### src/rtl/z80_alu_serial_if.sv
// Start/done handshake and operand/result bus between the execute sequencer
// and the digit-serial ALU.
interface z80_alu_serial_if #(
    parameter int WIDTH = 8
);
    logic             start;
    logic [2:0]       op;
    logic [WIDTH-1:0] a_in;
    logic [WIDTH-1:0] operand;
    logic [7:0]       f_in;
    logic             busy;
    logic             done;
    logic [WIDTH-1:0] result;
    logic [7:0]       f_out;

    modport master (
        output start, op, a_in, operand, f_in,
        input  busy, done, result, f_out
    );

    modport slave (
        input  start, op, a_in, operand, f_in,
        output busy, done, result, f_out
    );
endinterface

### src/rtl/z80_alu_serial.sv
// Digit-serial Z80 ALU: processes one DIGIT-bit slice per clock, LSB digit first,
// producing the result and {S,Z,5,H,3,V,N,C} flags on a one-cycle done pulse.
module z80_alu_serial #(
    parameter int WIDTH = 8,
    parameter int DIGIT = 4
) (
    input  logic            clk,
    input  logic            reset,
    z80_alu_serial_if.slave bus
);
    // ALU function encoding; 0 is ADD and needs no explicit decode.
    localparam logic [2:0] ALU_ADC = 3'd1;
    localparam logic [2:0] ALU_SUB = 3'd2;
    localparam logic [2:0] ALU_SBC = 3'd3;
    localparam logic [2:0] ALU_AND = 3'd4;
    localparam logic [2:0] ALU_XOR = 3'd5;
    localparam logic [2:0] ALU_OR  = 3'd6;
    localparam logic [2:0] ALU_CP  = 3'd7;

    localparam int N     = WIDTH / DIGIT;
    localparam int CW    = (N > 1) ? $clog2(N) : 1;
    localparam int H_BIT = WIDTH - 5;
    localparam int H_DIG = H_BIT / DIGIT;
    localparam int H_POS = H_BIT % DIGIT;

    typedef enum logic [1:0] {ST_IDLE, ST_RUN, ST_DONE} state_t;

    state_t           r_state;
    state_t           w_state_next;
    logic [CW-1:0]    r_cnt;
    logic [2:0]       r_op;
    logic             r_sub;
    logic             r_carry;
    logic             r_h;
    logic [WIDTH-1:0] r_a;
    logic [WIDTH-1:0] r_b;
    logic [WIDTH-1:0] r_sum;
    logic [WIDTH-1:0] r_result;
    logic [7:0]       r_f_in;
    logic [7:0]       r_f_out;

    logic             w_load;
    logic             w_last;
    logic             w_sub_in;
    logic             w_cin_in;
    logic             w_logic;
    logic [DIGIT-1:0] w_a_dig;
    logic [DIGIT-1:0] w_b_dig;
    logic [DIGIT-1:0] w_add_dig;
    logic [DIGIT-1:0] w_dig;
    logic [DIGIT:0]   w_c;
    logic [WIDTH-1:0] w_value;
    logic [WIDTH-1:0] w_a_rot;
    logic [WIDTH-1:0] w_b_rot;
    logic             w_h_arith;
    logic             w_flag_h;
    logic             w_flag_v;
    logic             w_flag_c;
    logic [7:0]       w_f_next;

    assign w_sub_in = (bus.op == ALU_SUB) || (bus.op == ALU_SBC) || (bus.op == ALU_CP);
    assign w_cin_in = ((bus.op == ALU_ADC) || (bus.op == ALU_SBC)) && bus.f_in[0];
    assign w_load   = bus.start && ((r_state == ST_IDLE) || (r_state == ST_DONE));
    assign w_last   = (r_cnt == CW'(N - 1));
    assign w_logic  = (r_op == ALU_AND) || (r_op == ALU_XOR) || (r_op == ALU_OR);

    assign w_a_dig = r_a[DIGIT-1:0];
    assign w_b_dig = r_b[DIGIT-1:0];
    assign w_c[0]  = r_carry;

    for (genvar gi = 0; gi < DIGIT; gi++) begin : g_bit
        assign w_add_dig[gi] = w_a_dig[gi] ^ w_b_dig[gi] ^ w_c[gi];
        assign w_c[gi+1]     = (w_a_dig[gi] & w_b_dig[gi]) | (w_c[gi] & (w_a_dig[gi] ^ w_b_dig[gi]));
    end

    always_comb begin
        w_dig = w_add_dig;
        case (r_op)
            ALU_AND: w_dig = w_a_dig & w_b_dig;
            ALU_XOR: w_dig = w_a_dig ^ w_b_dig;
            ALU_OR:  w_dig = w_a_dig | w_b_dig;
            default: w_dig = w_add_dig;
        endcase
    end

    // Operands rotate rather than shift so A is back in place for CP after N digits.
    assign w_a_rot = WIDTH'({r_a, r_a} >> DIGIT);
    assign w_b_rot = WIDTH'({r_b, r_b} >> DIGIT);
    assign w_value = WIDTH'({w_dig, r_sum} >> DIGIT);

    // Half carry is tapped inside whichever digit holds bit WIDTH-5.
    assign w_h_arith = (r_cnt == CW'(H_DIG)) ? w_c[H_POS+1] : r_h;
    assign w_flag_h  = w_logic ? (r_op == ALU_AND) : (w_h_arith ^ r_sub);
    assign w_flag_v  = w_logic ? ~(^w_value[7:0]) : (w_c[DIGIT-1] ^ w_c[DIGIT]);
    assign w_flag_c  = w_logic ? 1'b0 : (w_c[DIGIT] ^ r_sub);
    assign w_f_next  = {w_value[WIDTH-1], (w_value == '0), 1'b0, w_flag_h,
                        1'b0, w_flag_v, r_sub, w_flag_c} | (r_f_in & 8'h28);

    always_comb begin
        w_state_next = r_state;
        case (r_state)
            ST_IDLE: if (bus.start) w_state_next = ST_RUN;
            ST_RUN:  if (w_last) w_state_next = ST_DONE;
            ST_DONE: w_state_next = bus.start ? ST_RUN : ST_IDLE;
            default: w_state_next = ST_IDLE;
        endcase
    end

    always_ff @(posedge clk) begin
        if (reset) begin
            r_state  <= ST_IDLE;
            r_cnt    <= '0;
            r_op     <= '0;
            r_sub    <= 1'b0;
            r_carry  <= 1'b0;
            r_h      <= 1'b0;
            r_a      <= '0;
            r_b      <= '0;
            r_sum    <= '0;
            r_f_in   <= '0;
            r_result <= '0;
            r_f_out  <= '0;
        end else begin
            r_state <= w_state_next;
            if (w_load) begin
                r_op    <= bus.op;
                r_sub   <= w_sub_in;
                r_a     <= bus.a_in;
                r_b     <= w_sub_in ? ~bus.operand : bus.operand;
                r_carry <= w_sub_in ^ w_cin_in;
                r_f_in  <= bus.f_in;
                r_cnt   <= '0;
                r_h     <= 1'b0;
            end else if (r_state == ST_RUN) begin
                r_a     <= w_a_rot;
                r_b     <= w_b_rot;
                r_sum   <= w_value;
                r_carry <= w_c[DIGIT];
                r_cnt   <= r_cnt + CW'(1);
                r_h     <= w_h_arith;
                if (w_last) begin
                    r_result <= (r_op == ALU_CP) ? w_a_rot : w_value;
                    r_f_out  <= w_f_next;
                end
            end
        end
    end

    assign bus.busy   = (r_state == ST_RUN);
    assign bus.done   = (r_state == ST_DONE);
    assign bus.result = r_result;
    assign bus.f_out  = r_f_out;
endmodule

### src/flat_wrapper.sv
// flat-port wrapper written by rule: the top's interface ports become plain ports
module z80_alu_serial_flat 
#(
    parameter int WIDTH = 8,
    parameter int DIGIT = 4
)
  (clk, reset, bus_start, bus_op, bus_a_in, bus_operand, bus_f_in, bus_busy, bus_done, bus_result, bus_f_out);
  z80_alu_serial_if #(.WIDTH(WIDTH)) bus_i ();
  input  logic clk;
  input  logic reset;
  input wire logic [$bits(bus_i.start)-1:0] bus_start;
  input wire logic [$bits(bus_i.op)-1:0] bus_op;
  input wire logic [$bits(bus_i.a_in)-1:0] bus_a_in;
  input wire logic [$bits(bus_i.operand)-1:0] bus_operand;
  input wire logic [$bits(bus_i.f_in)-1:0] bus_f_in;
  output wire logic [$bits(bus_i.busy)-1:0] bus_busy;
  output wire logic [$bits(bus_i.done)-1:0] bus_done;
  output wire logic [$bits(bus_i.result)-1:0] bus_result;
  output wire logic [$bits(bus_i.f_out)-1:0] bus_f_out;
  assign bus_i.start = bus_start;
  assign bus_i.op = bus_op;
  assign bus_i.a_in = bus_a_in;
  assign bus_i.operand = bus_operand;
  assign bus_i.f_in = bus_f_in;
  assign bus_busy = bus_i.busy;
  assign bus_done = bus_i.done;
  assign bus_result = bus_i.result;
  assign bus_f_out = bus_i.f_out;
  z80_alu_serial #(.WIDTH(WIDTH), .DIGIT(DIGIT)) u_core (.clk(clk), .reset(reset), .bus(bus_i));
endmodule
### config.mk
export PLATFORM = sky130hd
export DESIGN_NAME = z80_alu_serial_flat
export DESIGN_NICKNAME = d
export VERILOG_FILES = /design/src/rtl/z80_alu_serial_if.sv /design/src/rtl/z80_alu_serial.sv /design/src/flat_wrapper.sv
export SDC_FILE = /design/constraint.sdc
export NUM_CORES = 1
export LEC_CHECK = 0
export CAP_MARGIN = 20
export CORE_ASPECT_RATIO = 0.5
export CORE_UTILIZATION = 45
export DETAILED_ROUTE_END_ITERATION = 6
export GPL_TIMING_DRIVEN = 0
export HOLD_SLACK_MARGIN = 0.06
export PLACE_DENSITY = 0.7
export SLEW_MARGIN = 20
export SYNTH_ARGS = -nofsm -noshare
export SYNTH_HDL_FRONTEND = slang
export SYNTH_SLANG_ARGS = --single-unit
### constraint.sdc
create_clock -name clk -period 4.1 [get_ports clk]
set_input_delay 0.82 -clock clk [delete_from_list [all_inputs] [get_ports clk]]
set_output_delay 0.82 -clock clk [all_outputs]
set_load 0.005 [all_outputs]
==> results.txt <==
- The flow ran to the end, and the final reports show no timing, DRC or antenna violations.
- Setup repair after global routing left no endpoint under its margin.
- Final Net Count: 390
- Across the VDD grid, the largest voltage drop is 0.233 mV.
* Biggest fanout along the worst timing path: 4
- Number of buffers between clock root and the deepest sink: 2
- The cell count after synthesis came out at 295.
* Cell mode on critical path: sky130_fd_sc_hd__fa_1
- Mean post-synth cell area: 8.69 µm²
* Routed wire length: ~6200 µm
* Hold violation total from the final report: 0
- The initial antenna violation count came to 0.
- Register share of total power: about two fifths
* Shortest clock period the worst path allows after layout: 3.79 ns
* Area overhead of the layout relative to synthesis: 26.7%
- Buffers inserted to repair hold after CTS numbered 0.
- In the synthesized netlist the dominant register cell turns out to be sky130_fd_sc_hd__dfxtp_1.
- Part of the power in the clock network: 37.7%
* Post-route non-filler standard cell count: 415
* Fmax achieved: about 260 MHz
- Category of cells accounting for the largest share of critical-path delay: adder cells
* DP Wirelength: 4790 µm
* Max Slew Vio Count: 0
* Worst Hold Margin: between 0.4 and 0.5 ns
* Wire length of the first global-routing pass: 10,600 µm
* Element type at the critical path start: flip-flop
- Internal power comes to 909 µW.
* Share of the clock period used by the worst path after layout: 92.5%
- Setup Skew: 0.00726 ns
- The die is 55.4 µm tall.
- Crit path cell chain: inv_1, fa_1, fa_1, fa_2, fa_1, nand2_1, o21ai_2, a221o_1, ha_1, xnor2_1, xnor2_1, nor2_1, o21ai_0
- After synthesis the netlist holds a flip-flop and latch count of 47.
- H-tree depth: 2
* Pleak: 1.22 nW
* Required time at the endpoint of the critical path: 4.33 ns
* Overall die area: 0.00602 mm²
- Clock sinks: 47
- TritonCTS created 5 clock buffers.
- Of the synthesized area, sequential elements account for 36.7%.
- The worst setup path is captured at a flip-flop.
* Slowest library cell on the worst path: sky130_fd_sc_hd__fa_1
- Site row count: 18
- Core utilization of the finished layout: 62.5%
- Number of nets with antenna violations after detailed routing: 0
* Count of synthesis-stage warnings from yosys: 0
- Quantity of I/O buffers inserted on ports: 42
- Global routing used between 20 and 25% of the available tracks across all layers.
* Core area: approximately 0.0052 mm²
- Reported max-cap violation count: 0
* Category of the most critical setup path: reg2reg
- For this configuration, the core starts out at a cell density of around 50%.
- The final route contains 2,233 vias.
* Floorplan die width: 109 µm
- Sum of negative setup slack: 0 ns
- Hold WC Path Type: reg2reg
* Clock slew seen by the registers of the worst setup and hold paths: 0.07 ns
* Last weighted congestion value of the routability-driven placer: 0.801
* GR Overflow Total: 0
- Top library cells by usage in the layout, fill and taps aside: sky130_fd_sc_hd__dfxtp_1 (46), sky130_fd_sc_hd__clkdlybuf4s50_1 (42), sky130_fd_sc_hd__nand2_1 (41)
- The largest single stage delay on the critical path is 0.49 ns.
- Register area: 942 µm²
- Yosys mapped the design onto 47 distinct sky130hd cell types.
* Design Power: 1.27 mW
* Proportion of total power due to net switching: between 20 and 30%
- Share of cells above drive strength 1: 10.7%
- Placed Instances: between 400 and 500
- Final number of setup-violating endpoints: 0
- Together, buffers and inverters on the worst path number 1.
* Clock insertion delay at the later pin of the skew report: roughly 0.29 ns
- At the pin with the least slew margin, the transition time is 0.610 ns.
* WL/cell: 15.1 µm
- CP Data Arrival Time: approximately 4.0 ns
* EDFF count, synth: 0
- Combinational logic is responsible for about 22% of the overall power.
* Summed instance area of the synthesized netlist: roughly 0.0026 mm²
* Synthesized Nets: 341
- Area used by multi-input combinational logic: 0.00146 mm²
- Power per cell area: 390 mW/mm²
- Count of fill cells added during filler insertion: 464
- Pin count of the biggest net entering global routing: 17
- Clock root buffer: sky130_fd_sc_hd__clkbuf_16
- In the routed layout, each cell is associated on average with a via count of around 5.4.
* Iteration-0 DRC count of the detailed router: roughly 120
* Number of search-and-repair iterations in the first detailed-routing pass: 5
- Leaving out fill and tap cells, the most frequent cell in the layout is sky130_fd_sc_hd__dfxtp_1.
* Drt drc: 0
- Via count of the first global-routing pass: 2,121
- Setup repair bufs after CTS: 0
- Relative slew slack: 59.3%
* Reported net switching power: 358 µW
- 0 antenna diodes ended up in the layout.
- Io pins: 48
- CTS tree: yes
* Async S/R FF share, synth: 0%
-- sequential cells by signal, indices dropped and copies added (netlist names), 2 cells and up --
register / count
u_core.r_sum: 4
u_core.r_op: 3
u_core.r_a: 8
u_core.bus.result: 8
u_core.bus.f_out: 8
u_core.r_f_in: 2
u_core.r_b: 8
u_core.r_state: 2
-- cell usage after synthesis, drive strengths merged, types with 2 or more instances --
cell     number  area (µm²)
a211oi       25         208
inv          14        52.6
nand3b        3        22.5
clkbuf        5        18.8
nand2b        8        57.6
fa            4        80.1
a2111oi       2        18.8
xnor2         6        52.6
xor2          8        70.1
buf          15        93.8
nor2         22        85.1
nor3          2        10.0
nand2        41         154
o21ai        11        62.6
o21bai        4        30.0
o22ai         4        25.0
a22oi         8        60.1
a221o         4        40.0
mux2i         4        40.0
nand3         2        15.0
a21oi        20         100
and2b         2        17.5
nor2b        11        68.8
dfxtp        47         941
ha           12         150
-- area by class of cell --
type / count / area share, %
flip-flops and latches: 47 / 29.0
repair buffers: 42 / 12.9
inverters: 14 / 1.62
multi-input cells: 214 / 45.0
clock inverters: 3 / 1.46
well taps: 70 / 2.70
plain buffers: 20 / 3.47
clock buffers: 5 / 3.85
-- power by group through the flow --
stage / Clock [mW] / Combinational, mW / Sequential (mW)
global route: 0.507 / 0.316 / 0.512
finish: 0.477 / 0.281 / 0.509
CTS: 0.481 / 0.282 / 0.508
detailed placement: 0 / 0.277 / 0.518
global placement: 0 / 0.268 / 0.517
floorplan: 0 / 0.193 / 0.511
-- what timing repair did --
| item | CTS | global route |
|---|---|---|
| resized for setup | 0 | 2 |
| setup endpoints to repair | 0 | 1 |
| endpoints found under the hold margin | 0 | 0 |
-- worst register-to-register path: cells and delay by family (launching register included) --
family / cells / cell delay (ns)
adder cells (fa/ha/maj): 5 / 2.19
buffers and inverters: 1 / 0.09
flip-flops: 1 / 0.36
AND/OR/NAND/NOR: 2 / 0.14
XOR/XNOR: 2 / 0.36
AO/OA/AOI/OAI: 3 / 0.60
-- final timing paths --
check                 startpoint             endpoint  slack, ns  cells after the start
max reg2reg        u_core.r_b[0]  u_core.bus.f_out[2]       0.31                     13
max                u_core.r_b[0]  u_core.bus.f_out[2]       0.31                     13
min          u_core.bus.f_out[3]  u_core.bus.f_out[3]       0.45                      2
min reg2reg  u_core.bus.f_out[3]  u_core.bus.f_out[3]       0.45                      2
-- metal layers --
metal  wire length (µm)  track usage, %  up-vias
met5                  0               0        -
met4                 69            7.34        0
met3                481            5.90        7
met1               3060            33.6     1027
met2               2640            32.5       76
li1                   -               -     1123
-- cells by family (layout without fill, tap and decap cells) --
group           count (synthesis)  after routing  synth area share (%)
compound gates                 82             82                  22.7
xor+xnor                       14             14                  4.78
fa+ha+maj                      16             16                  8.98
buf+inv                        34             84                  6.44
flops                          47             47                  36.7
mux                             5              5                  2.00
simple gates                   97             97                  18.4
-- metrics by stage --
stage	area (µm²)	setup slack [ns]
floorplan	2560	0.442
global route	3250	0.0186
finish	3250	0.307
CTS	3250	0.108
global placement	3070	0.186
detailed placement	3070	0.149
(Power assumes the default switching activity.)
